## config.mk

```make
export PLATFORM = sky130hd
export DESIGN_NAME = div32
export DESIGN_NICKNAME = d
export VERILOG_FILES = /design/src/rtl/alu_pkg.sv /design/src/rtl/divstep32.sv /design/src/rtl/div32.sv
export SDC_FILE = /design/constraint.sdc
export NUM_CORES = 1
export LEC_CHECK = 0
export CORE_MARGIN = 1.5
export CORE_UTILIZATION = 31
export DETAILED_ROUTE_END_ITERATION = 16
export PLACE_DENSITY = 0.59
export SLEW_MARGIN = 15
export SYNTH_ARGS = -nofsm -noshare
export SYNTH_HDL_FRONTEND = slang
export SYNTH_SLANG_ARGS = --single-unit
```

## constraint.sdc

```tcl
create_clock -name clk -period 6.6 [get_ports clk]
set_clock_uncertainty 0.2 [all_clocks]
set_input_delay 1.65 -clock clk [delete_from_list [all_inputs] [get_ports clk]]
set_output_delay 1.65 -clock clk [all_outputs]
set_load 0.01 [all_outputs]
```

## src/rtl/alu_pkg.sv

```systemverilog
// Shared ALU definitions: divider state encoding, step count and result constants.
package alu_pkg;

  localparam int unsigned WIDTH     = 32;
  localparam int unsigned DIV_STEPS = 32;
  localparam int unsigned CNT_W     = $clog2(WIDTH) + 1;

  localparam logic [WIDTH-1:0] DIV0_QUOTIENT = 32'hFFFF_FFFF;

  typedef enum logic [1:0] {
    IDLE = 2'd0,
    CALC = 2'd1,
    FIX  = 2'd2
  } div_state_t;

endpackage

```

## src/rtl/divstep32.sv

```systemverilog
// One restoring shift-subtract iteration of the divider, purely combinational.
module divstep32
  import alu_pkg::*;
(
  input  logic [WIDTH:0]   rem,
  input  logic [WIDTH-1:0] quo,
  input  logic [WIDTH-1:0] divisor,
  output logic [WIDTH:0]   rem_next,
  output logic [WIDTH-1:0] quo_next
);

  logic [WIDTH:0]   shifted;
  logic [WIDTH-1:0] quo_sh;
  logic             ge;

  assign shifted = {rem[WIDTH-1:0], quo[WIDTH-1]};
  assign quo_sh  = {quo[WIDTH-2:0], 1'b0};
  // A set top bit means the shifted value already exceeds any WIDTH-bit divisor.
  assign ge      = rem[WIDTH] | (shifted >= {1'b0, divisor});

  always_comb begin
    rem_next = shifted;
    quo_next = quo_sh;
    if (ge) begin
      rem_next = shifted - {1'b0, divisor};
      quo_next = quo_sh | WIDTH'(1);
    end
  end

endmodule

```

## src/rtl/div32.sv

```systemverilog
// Iterative 32-bit restoring divider for DIV/DIVU: one step per clock, sign fixup
// folded into the final step so results and the done pulse appear on entry to FIX.
module div32
  import alu_pkg::*;
(
  input  logic             clk,
  input  logic             rst,
  input  logic             start,
  input  logic             signed_op,
  input  logic [WIDTH-1:0] a,
  input  logic [WIDTH-1:0] b,
  output logic             busy,
  output logic             done,
  output logic [WIDTH-1:0] quotient,
  output logic [WIDTH-1:0] remainder,
  output logic             div_by_zero
);

  div_state_t       state, state_d;
  logic [CNT_W-1:0] count, count_d;
  logic [WIDTH:0]   rem, rem_d;
  logic [WIDTH-1:0] quo, quo_d;
  logic [WIDTH-1:0] dvs, dvs_d;
  logic             neg_q, neg_q_d;
  logic             neg_r, neg_r_d;
  logic             busy_d, done_d, dbz_d;
  logic [WIDTH-1:0] quotient_d, remainder_d;

  logic [WIDTH-1:0] abs_a, abs_b;
  logic [WIDTH:0]   step_rem;
  logic [WIDTH-1:0] step_quo;
  logic [WIDTH-1:0] step_rem_lo;

  assign abs_a       = (signed_op && a[WIDTH-1]) ? -a : a;
  assign abs_b       = (signed_op && b[WIDTH-1]) ? -b : b;
  assign step_rem_lo = step_rem[WIDTH-1:0];

  divstep32 u_step (
    .rem      (rem),
    .quo      (quo),
    .divisor  (dvs),
    .rem_next (step_rem),
    .quo_next (step_quo)
  );

  // Next-state and next-output logic
  always_comb begin
    state_d     = state;
    count_d     = count;
    rem_d       = rem;
    quo_d       = quo;
    dvs_d       = dvs;
    neg_q_d     = neg_q;
    neg_r_d     = neg_r;
    done_d      = 1'b0;
    quotient_d  = quotient;
    remainder_d = remainder;
    dbz_d       = div_by_zero;

    unique case (state)
      IDLE: begin
        if (start) begin
          neg_q_d = signed_op & (a[WIDTH-1] ^ b[WIDTH-1]);
          neg_r_d = signed_op & a[WIDTH-1];
          quo_d   = abs_a;
          rem_d   = '0;
          dvs_d   = abs_b;
          count_d = '0;
          if (b == '0) begin
            // Divide by zero bypasses the loop and its sign fixup entirely.
            state_d     = FIX;
            done_d      = 1'b1;
            quotient_d  = DIV0_QUOTIENT;
            remainder_d = a;
            dbz_d       = 1'b1;
          end else begin
            state_d = CALC;
          end
        end
      end
      CALC: begin
        rem_d   = step_rem;
        quo_d   = step_quo;
        count_d = count + CNT_W'(1);
        if (count == CNT_W'(DIV_STEPS - 1)) begin
          state_d     = FIX;
          done_d      = 1'b1;
          quotient_d  = neg_q ? -step_quo : step_quo;
          remainder_d = neg_r ? -step_rem_lo : step_rem_lo;
          dbz_d       = 1'b0;
        end
      end
      FIX: begin
        state_d = IDLE;
      end
      default: begin
        state_d = IDLE;
      end
    endcase

    busy_d = (state_d != IDLE);
  end

  // State and output registers
  always_ff @(posedge clk) begin
    if (rst) begin
      state       <= IDLE;
      count       <= '0;
      rem         <= '0;
      quo         <= '0;
      dvs         <= '0;
      neg_q       <= 1'b0;
      neg_r       <= 1'b0;
      busy        <= 1'b0;
      done        <= 1'b0;
      quotient    <= '0;
      remainder   <= '0;
      div_by_zero <= 1'b0;
    end else begin
      state       <= state_d;
      count       <= count_d;
      rem         <= rem_d;
      quo         <= quo_d;
      dvs         <= dvs_d;
      neg_q       <= neg_q_d;
      neg_r       <= neg_r_d;
      busy        <= busy_d;
      done        <= done_d;
      quotient    <= quotient_d;
      remainder   <= remainder_d;
      div_by_zero <= dbz_d;
    end
  end

endmodule
```

# ---- Yosys cells after proc, flatten, opt, wreduce, memory -nomap -nowiden
# Index checks and enable logic that the tools add are counted.
dict set report op_classes {
  mux 32
  mul 0
  n_bitwise 4
  div 0
  addsub 6
  shifts 0
  reduce_logical 9
  order_cmp 1
  eq_ne 5
}
# cell n
set ops {}
lappend ops {{2-to-1 mux 32 bit} 11}
lappend ops {{case mux 32 bit (2 select lines)} 3}
lappend ops {{negation 32 bit} 4}
lappend ops {{2-to-1 mux 33 bit} 2}
lappend ops {{case mux 33 bit (2 select lines)} 1}
lappend ops {{>= comparator 33 x 32 -> 1 bit} 1}
lappend ops {{subtractor 33 x 32 -> 33 bit} 1}
lappend ops {{logical NOT 32 bit} 1}
lappend ops {{case mux 6 bit (2 select lines)} 1}
lappend ops {{2-to-1 mux 1 bit} 7}
lappend ops {{adder 6 x 1 -> 6 bit (second input constant)} 1}
lappend ops {{== test 6 x 5 -> 1 bit (second input constant)} 1}
lappend ops {{2-to-1 mux 2 bit} 3}
lappend ops {{2-to-1 mux 6 bit} 1}
lappend ops {{!= test 2 bit (second input constant)} 3}
lappend ops {{case mux 1 bit (2 select lines)} 2}
lappend ops {{case mux 2 bit (2 select lines)} 1}
lappend ops {{AND reduction 2 bit} 2}
lappend ops {{AND reduction 4 bit} 1}
lappend ops {{nonzero test 2 bit} 2}
lappend ops {{bitwise AND 1 bit} 2}
lappend ops {{== test 2 x 1 -> 1 bit (second input constant)} 1}
lappend ops {{logical AND 1 bit} 2}
lappend ops {{logical NOT 2 bit} 1}
lappend ops {{2 further kinds} 2}
dict set report totals {
  n_memories 0
  input_bits 68
  latchBits 0
  ram_bits 0
  regBits 174
  word_cells 69
  out_inout_bits 67
  romBits 0
}

# ---- Depth between registers and ports, before layout
dict set report logic_depth {
  ltp_word 7
  mapped_depth 25
  depth_no_buf 21
}

# ---- By module
# A second synthesis with hierarchy kept.
dict set report unflattened {
  cells_unflattened 1505
  hier_area_um2 11727.5
}
# mod instances cells_each seq_area_each_um2 area_per_inst_um2
set modules_own_cells {}
lappend modules_own_cells {div32 1 1131 3483.3 9225.1}
lappend modules_own_cells {divstep32 1 374 0.0 2502.4}

# ---- Worst setup path after synthesis
# OpenSTA, ideal clock, no wires.
dict set report synth_timing {
  kind {flip-flop to flip-flop}
  start {reg dvs[9]}
  end {reg remainder[26]}
  slack_ps 1801
  required_ps 6280
  arrival_ps 4480
  period_less_slack_ps 4799
  stages_incl_launch_ff 23
  setup_ps 120
  path_buffers 3
  cell_sequence {dfxtp_1 > inv_1 > ha_1 > nand2_1 > or2_1 > a311o_1 > o31ai_4 > a2111oi_4 > nor2_4 > buf_6 > buf_2 > buf_4 > mux2i_1 > ha_1 > nand2b_1 > nor4_1 > nand3b_1 > nor3_1 > and2_1 > a31oi_1 > nor4_1 > nor3_1 > o31a_1}
}
dict set report synth_between {
  elab_chain_len 7
  elab_cells_between_ends 8
  classes_between {add/sub: 2; order compare: 1; mux: 4; bitwise: 1}
}
# item line
set synth_rtl {}
lappend synth_rtl {{start, declared} div32.sv:23} ;# logic [WIDTH-1:0] dvs, dvs_d;
lappend synth_rtl {{start signal, assigned} div32.sv:124} ;# dvs <= dvs_d;
lappend synth_rtl {{>= comparator 33 x 32 -> 1 bit} divstep32.sv:19} ;# assign ge = rem[WIDTH] | (shifted >= {1'b0, divisor});
lappend synth_rtl {{bitwise OR 1 bit} divstep32.sv:19}
lappend synth_rtl {{2-to-1 mux 33 bit (*)} divstep32.sv:24} ;# if (ge) begin
lappend synth_rtl {{negation 32 bit} div32.sv:89} ;# remainder_d = neg_r ? -step_rem_lo : step_rem_lo;
lappend synth_rtl {{2-to-1 mux 32 bit (*)} div32.sv:89}
lappend synth_rtl {{2-to-1 mux 32 bit (*)} div32.sv:85} ;# if (count == CNT_W'(DIV_STEPS - 1)) begin
lappend synth_rtl {{case mux 32 bit (2 select lines) (*)} div32.sv:60} ;# unique case (state)
lappend synth_rtl {{end signal, assigned} div32.sv:130} ;# remainder <= remainder_d;
lappend synth_rtl {{end, declared} div32.sv:15} ;# output logic [WIDTH-1:0] remainder,
# Mark *: on every way between the ends. The rest lies on a longest branch, timed or not. The select of a mux whose other input is x is not followed.
# A chain may end at the register's enable or synchronous reset.

# ---- Worst setup path after layout
dict set report layout_timing {
  start {reg rem[9]}
  end {reg remainder[26]}
}
dict set report layout_between {
  elab_chain_len 7
  elab_cells_between_ends 8
  classes_between {add/sub: 2; order compare: 1; mux: 4; bitwise: 1}
}
# item line
set layout_rtl {}
lappend layout_rtl {{start, declared} div32.sv:21} ;# logic [WIDTH:0] rem, rem_d;
lappend layout_rtl {{start signal, assigned} div32.sv:122} ;# rem <= rem_d;
lappend layout_rtl {{>= comparator 33 x 32 -> 1 bit} divstep32.sv:19}
lappend layout_rtl {{bitwise OR 1 bit} divstep32.sv:19}
lappend layout_rtl {{2-to-1 mux 33 bit (*)} divstep32.sv:24}
lappend layout_rtl {{negation 32 bit} div32.sv:89}
lappend layout_rtl {{2-to-1 mux 32 bit (*)} div32.sv:89}
lappend layout_rtl {{2-to-1 mux 32 bit (*)} div32.sv:85}
lappend layout_rtl {{case mux 32 bit (2 select lines) (*)} div32.sv:60}
# Marked as above.

==> results.toml <==
[yosys]
ys_ff_latch = 174
avgSynthCellArea_sq_um = 7.60
yosys_warnings = 0
synth_cells = 1627
synth_flop_cell = "dfxtp_1"
syn_area_sq_um = 12400
synth.yosys.seq_area_share_pct = 28.2
yosys.cell_types.count = 94
synth_fp_nets = 1733
synth_edf_count = 0
synthArstFlopShare_pct = 0

[die]
die_w_microns = 203
core-area_sq_um = 39000
start_util_pct = 31.7
io_pins = 135
placementRows = 72
die_area_sq_um = 41100
fp.dieH_microns = 203

[route]
drc_errors = 0
firstDrtPassIters = 5
drt-initial-drc-count = 1043
wl_per_cell_microns = 18.1
viasPerCell = 5.49
routed_wl_mm = 40.2
num_vias = 12185
postRouteAntennaNets = 0

[setup_path]
crit_type = "flip-flop to flip-flop"
crit_fanout = 15
cp_data_required_time_ns = 6.76
crit_chain = "ha_1, nand2_1, or2_1, a311o_1, o31ai_4, a2111oi_4, buf_4, nor2_4, mux2i_1, ha_1, nand2b_1, nor4_1, nand3b_1, nor3_1, and2_1, a31oi_1, nor4_1, nor3_1, o31a_1"
endpoint_kind = "flip-flop"
crit_slowest_cell = "a311o_1"
worstSetupStartpointType = "flip-flop"
slowest_delay_ns = 0.43
cp.arrival_ns = 5.67

[finish]
multi_input_area_sq_um = 8240
antenna_cells = 0
final_cell_mix = "220 x nor2_1, 174 x dfxtp_1, 141 x nand2_1, 133 x clkdlybuf4s50_1, 121 x a21oi_1"
layout_commonest_cell = "nor2_1"
nNetsFinal = 1795
fin_cells = 2220
area_growth_pct = 18.4
fill_cells = 4080
drive_gt1_share_pct = 6.05
stdcell_area_sq_um = 14600
regArea_sq_um = 3480

[place]
placed_cells = 2188
placed_cell_area_sq_um = 14100
io_buffers = 134
post-dp-hpwl_mm = 29.9
gp_congestion = 0.892

[clock_tree]
post_cts_buffers = 0
htreeDepth = 4
clk_path_buf_depth = 2
root_buffer = "clkbuf_16"
clock_sinks = 174
cts_buffers = 17
clk_pin_slew_worst_paths_ns = 0.08
postCtsHoldBufs = 0
postCtsResizedCells = 0
clk_latency_ns = 0.46
cts_tree = "yes"

[global_routing]
grt_pass1_vias = 11345
overflow = 0
antenna_found_initial = 0
grt_max_degree = 87
grt.total_usage_pct = 19.4
grt_pass1_wl_mm = 63.3

[sta]
whs_ns = 0.261
drv_slew = 0
fin_tns_setup_ns = 0
setup_violations = 0
rsz0062_at_grt = "no"
max_freq_ghz = 0.182
post-route-period-util_pct = 83.5
slew_headroom_pct = 26.6
finalHoldViolations = 0
tightest_slew_ns = 1.10
min_period_ns = 5.51

[power]
p_leak_nw = 5.25
irDropWorstVdd_v = 0.000154
totalPowerFinal_mw = 2.85
p_per_area_nw_per_um2 = 195

[run]
max_cap_violations = 0

[outcome]
outcome = "completed"

[min_path]
hold_class = "flip-flop to flip-flop"
[flip-flops by register name, indices dropped and copies added (netlist names)]
name / count
remainder: 32
rem: 33
quo: 32
dvs: 32
state: 2
busy: 1
neg_q: 1
count: 6
div_by_zero: 1
done: 1
quotient: 32
neg_r: 1
[logic make-up after synthesis]
logic type	after synthesis	synth area share (%)
buffers and inverters	168	5.54
DFF	174	28.2
muxes	20	1.72
and+or+nand+nor	606	23.6
xor gates and xnor gates	139	9.85
adders and majority gates	38	3.91
AOI/OAI and AO/OA	482	27.2
[final timing paths]
| path | from | to | slack [ns] | cells after the start |
|---|---|---|---|---|
| max | rem[9]$_SDFFE_PP0P_ | remainder[26]$_SDFFE_PP0P_ | 1.09 | 19 |
| min | dvs[31]$_SDFFE_PP0P_ | dvs[31]$_SDFFE_PP0P_ | 0.26 | 2 |
| max reg2reg | rem[9]$_SDFFE_PP0P_ | remainder[26]$_SDFFE_PP0P_ | 1.09 | 19 |
| min reg2reg | dvs[31]$_SDFFE_PP0P_ | dvs[31]$_SDFFE_PP0P_ | 0.26 | 2 |
[cell type report]
cell class / instances / share of cell area, %
clock buffers: 18 / 2.93
flip-flops and latches: 174 / 23.8
repair buffers: 147 / 9.89
well taps: 518 / 4.43
clock inverters: 14 / 1.06
inverters: 64 / 1.64
multi-input cells: 1285 / 56.3
[per-layer routing]
metal | GRT usage [%] | share of wire, % | vias to the layer above | routed length [microns]
met5 | 0 | 0 | - | 0
met4 | 5.42 | 1.6 | 0 | 633
met3 | 3.29 | 7.3 | 51 | 2950
met2 | 30.1 | 44 | 454 | 17500
met1 | 27.4 | 47 | 5609 | 19100
li1 | - | - | 6071 | -
[synthesized netlist by cell type, types with 11 or more instances]
master | count | area share (%)
a211oi_1 | 76 | 4.6
a21oi_1 | 121 | 4.9
a22oi_1 | 26 | 1.6
a311oi_1 | 16 | 1.1
a31oi_1 | 11 | 0.56
and2_1 | 22 | 1.1
and3_1 | 14 | 0.71
buf_2 | 18 | 0.73
clkbuf_1 | 76 | 2.3
dfxtp_1 | 174 | 28
ha_1 | 37 | 3.7
inv_1 | 63 | 1.9
mux2i_1 | 16 | 1.3
nand2_1 | 141 | 4.3
nand2b_1 | 14 | 0.71
nand3_1 | 25 | 1.0
nand4_1 | 12 | 0.61
nor2_1 | 223 | 6.8
nor3_1 | 58 | 2.3
nor4_1 | 18 | 0.91
o211ai_1 | 12 | 0.73
o21ai_0 | 72 | 2.9
o21ai_1 | 11 | 0.45
o31ai_1 | 22 | 1.3
o41ai_1 | 14 | 0.99
or3_1 | 13 | 0.66
or4_1 | 15 | 0.91
xnor2_1 | 69 | 4.9
xor2_1 | 70 | 5.0
[critical path, delay by kind of cell, from the launching register on]
kind | cells | cell delay [ns]
AO/OA/AOI/OAI | 5 | 1.26
adder cells (fa/ha/maj) | 2 | 0.66
buffers and inverters | 1 | 0.25
flip-flops | 1 | 0.37
multiplexers | 1 | 0.35
AND/OR/NAND/NOR | 10 | 2.32
[through the flow]
stage / setup WS [ns] / utilization [%]
after floorplan: 1.80 / -
after global placement: 0.843 / 36.0
after detailed placement: 0.744 / 36.0
after CTS: 1.19 / 37.5
after global routing: 0.849 / 37.5
final: 1.09 / 37.5
[power breakdown]
part	total [mW]	leakage [nW]	switching (mW)	internal, mW
clock	1.04	0.273	0.508	0.535
combinational	0.665	3.56	0.422	0.243
sequential	1.14	1.42	0.0505	1.09
total	2.85	5.25	0.980	1.87
Note: power is estimated with default switching activity, not from simulation.
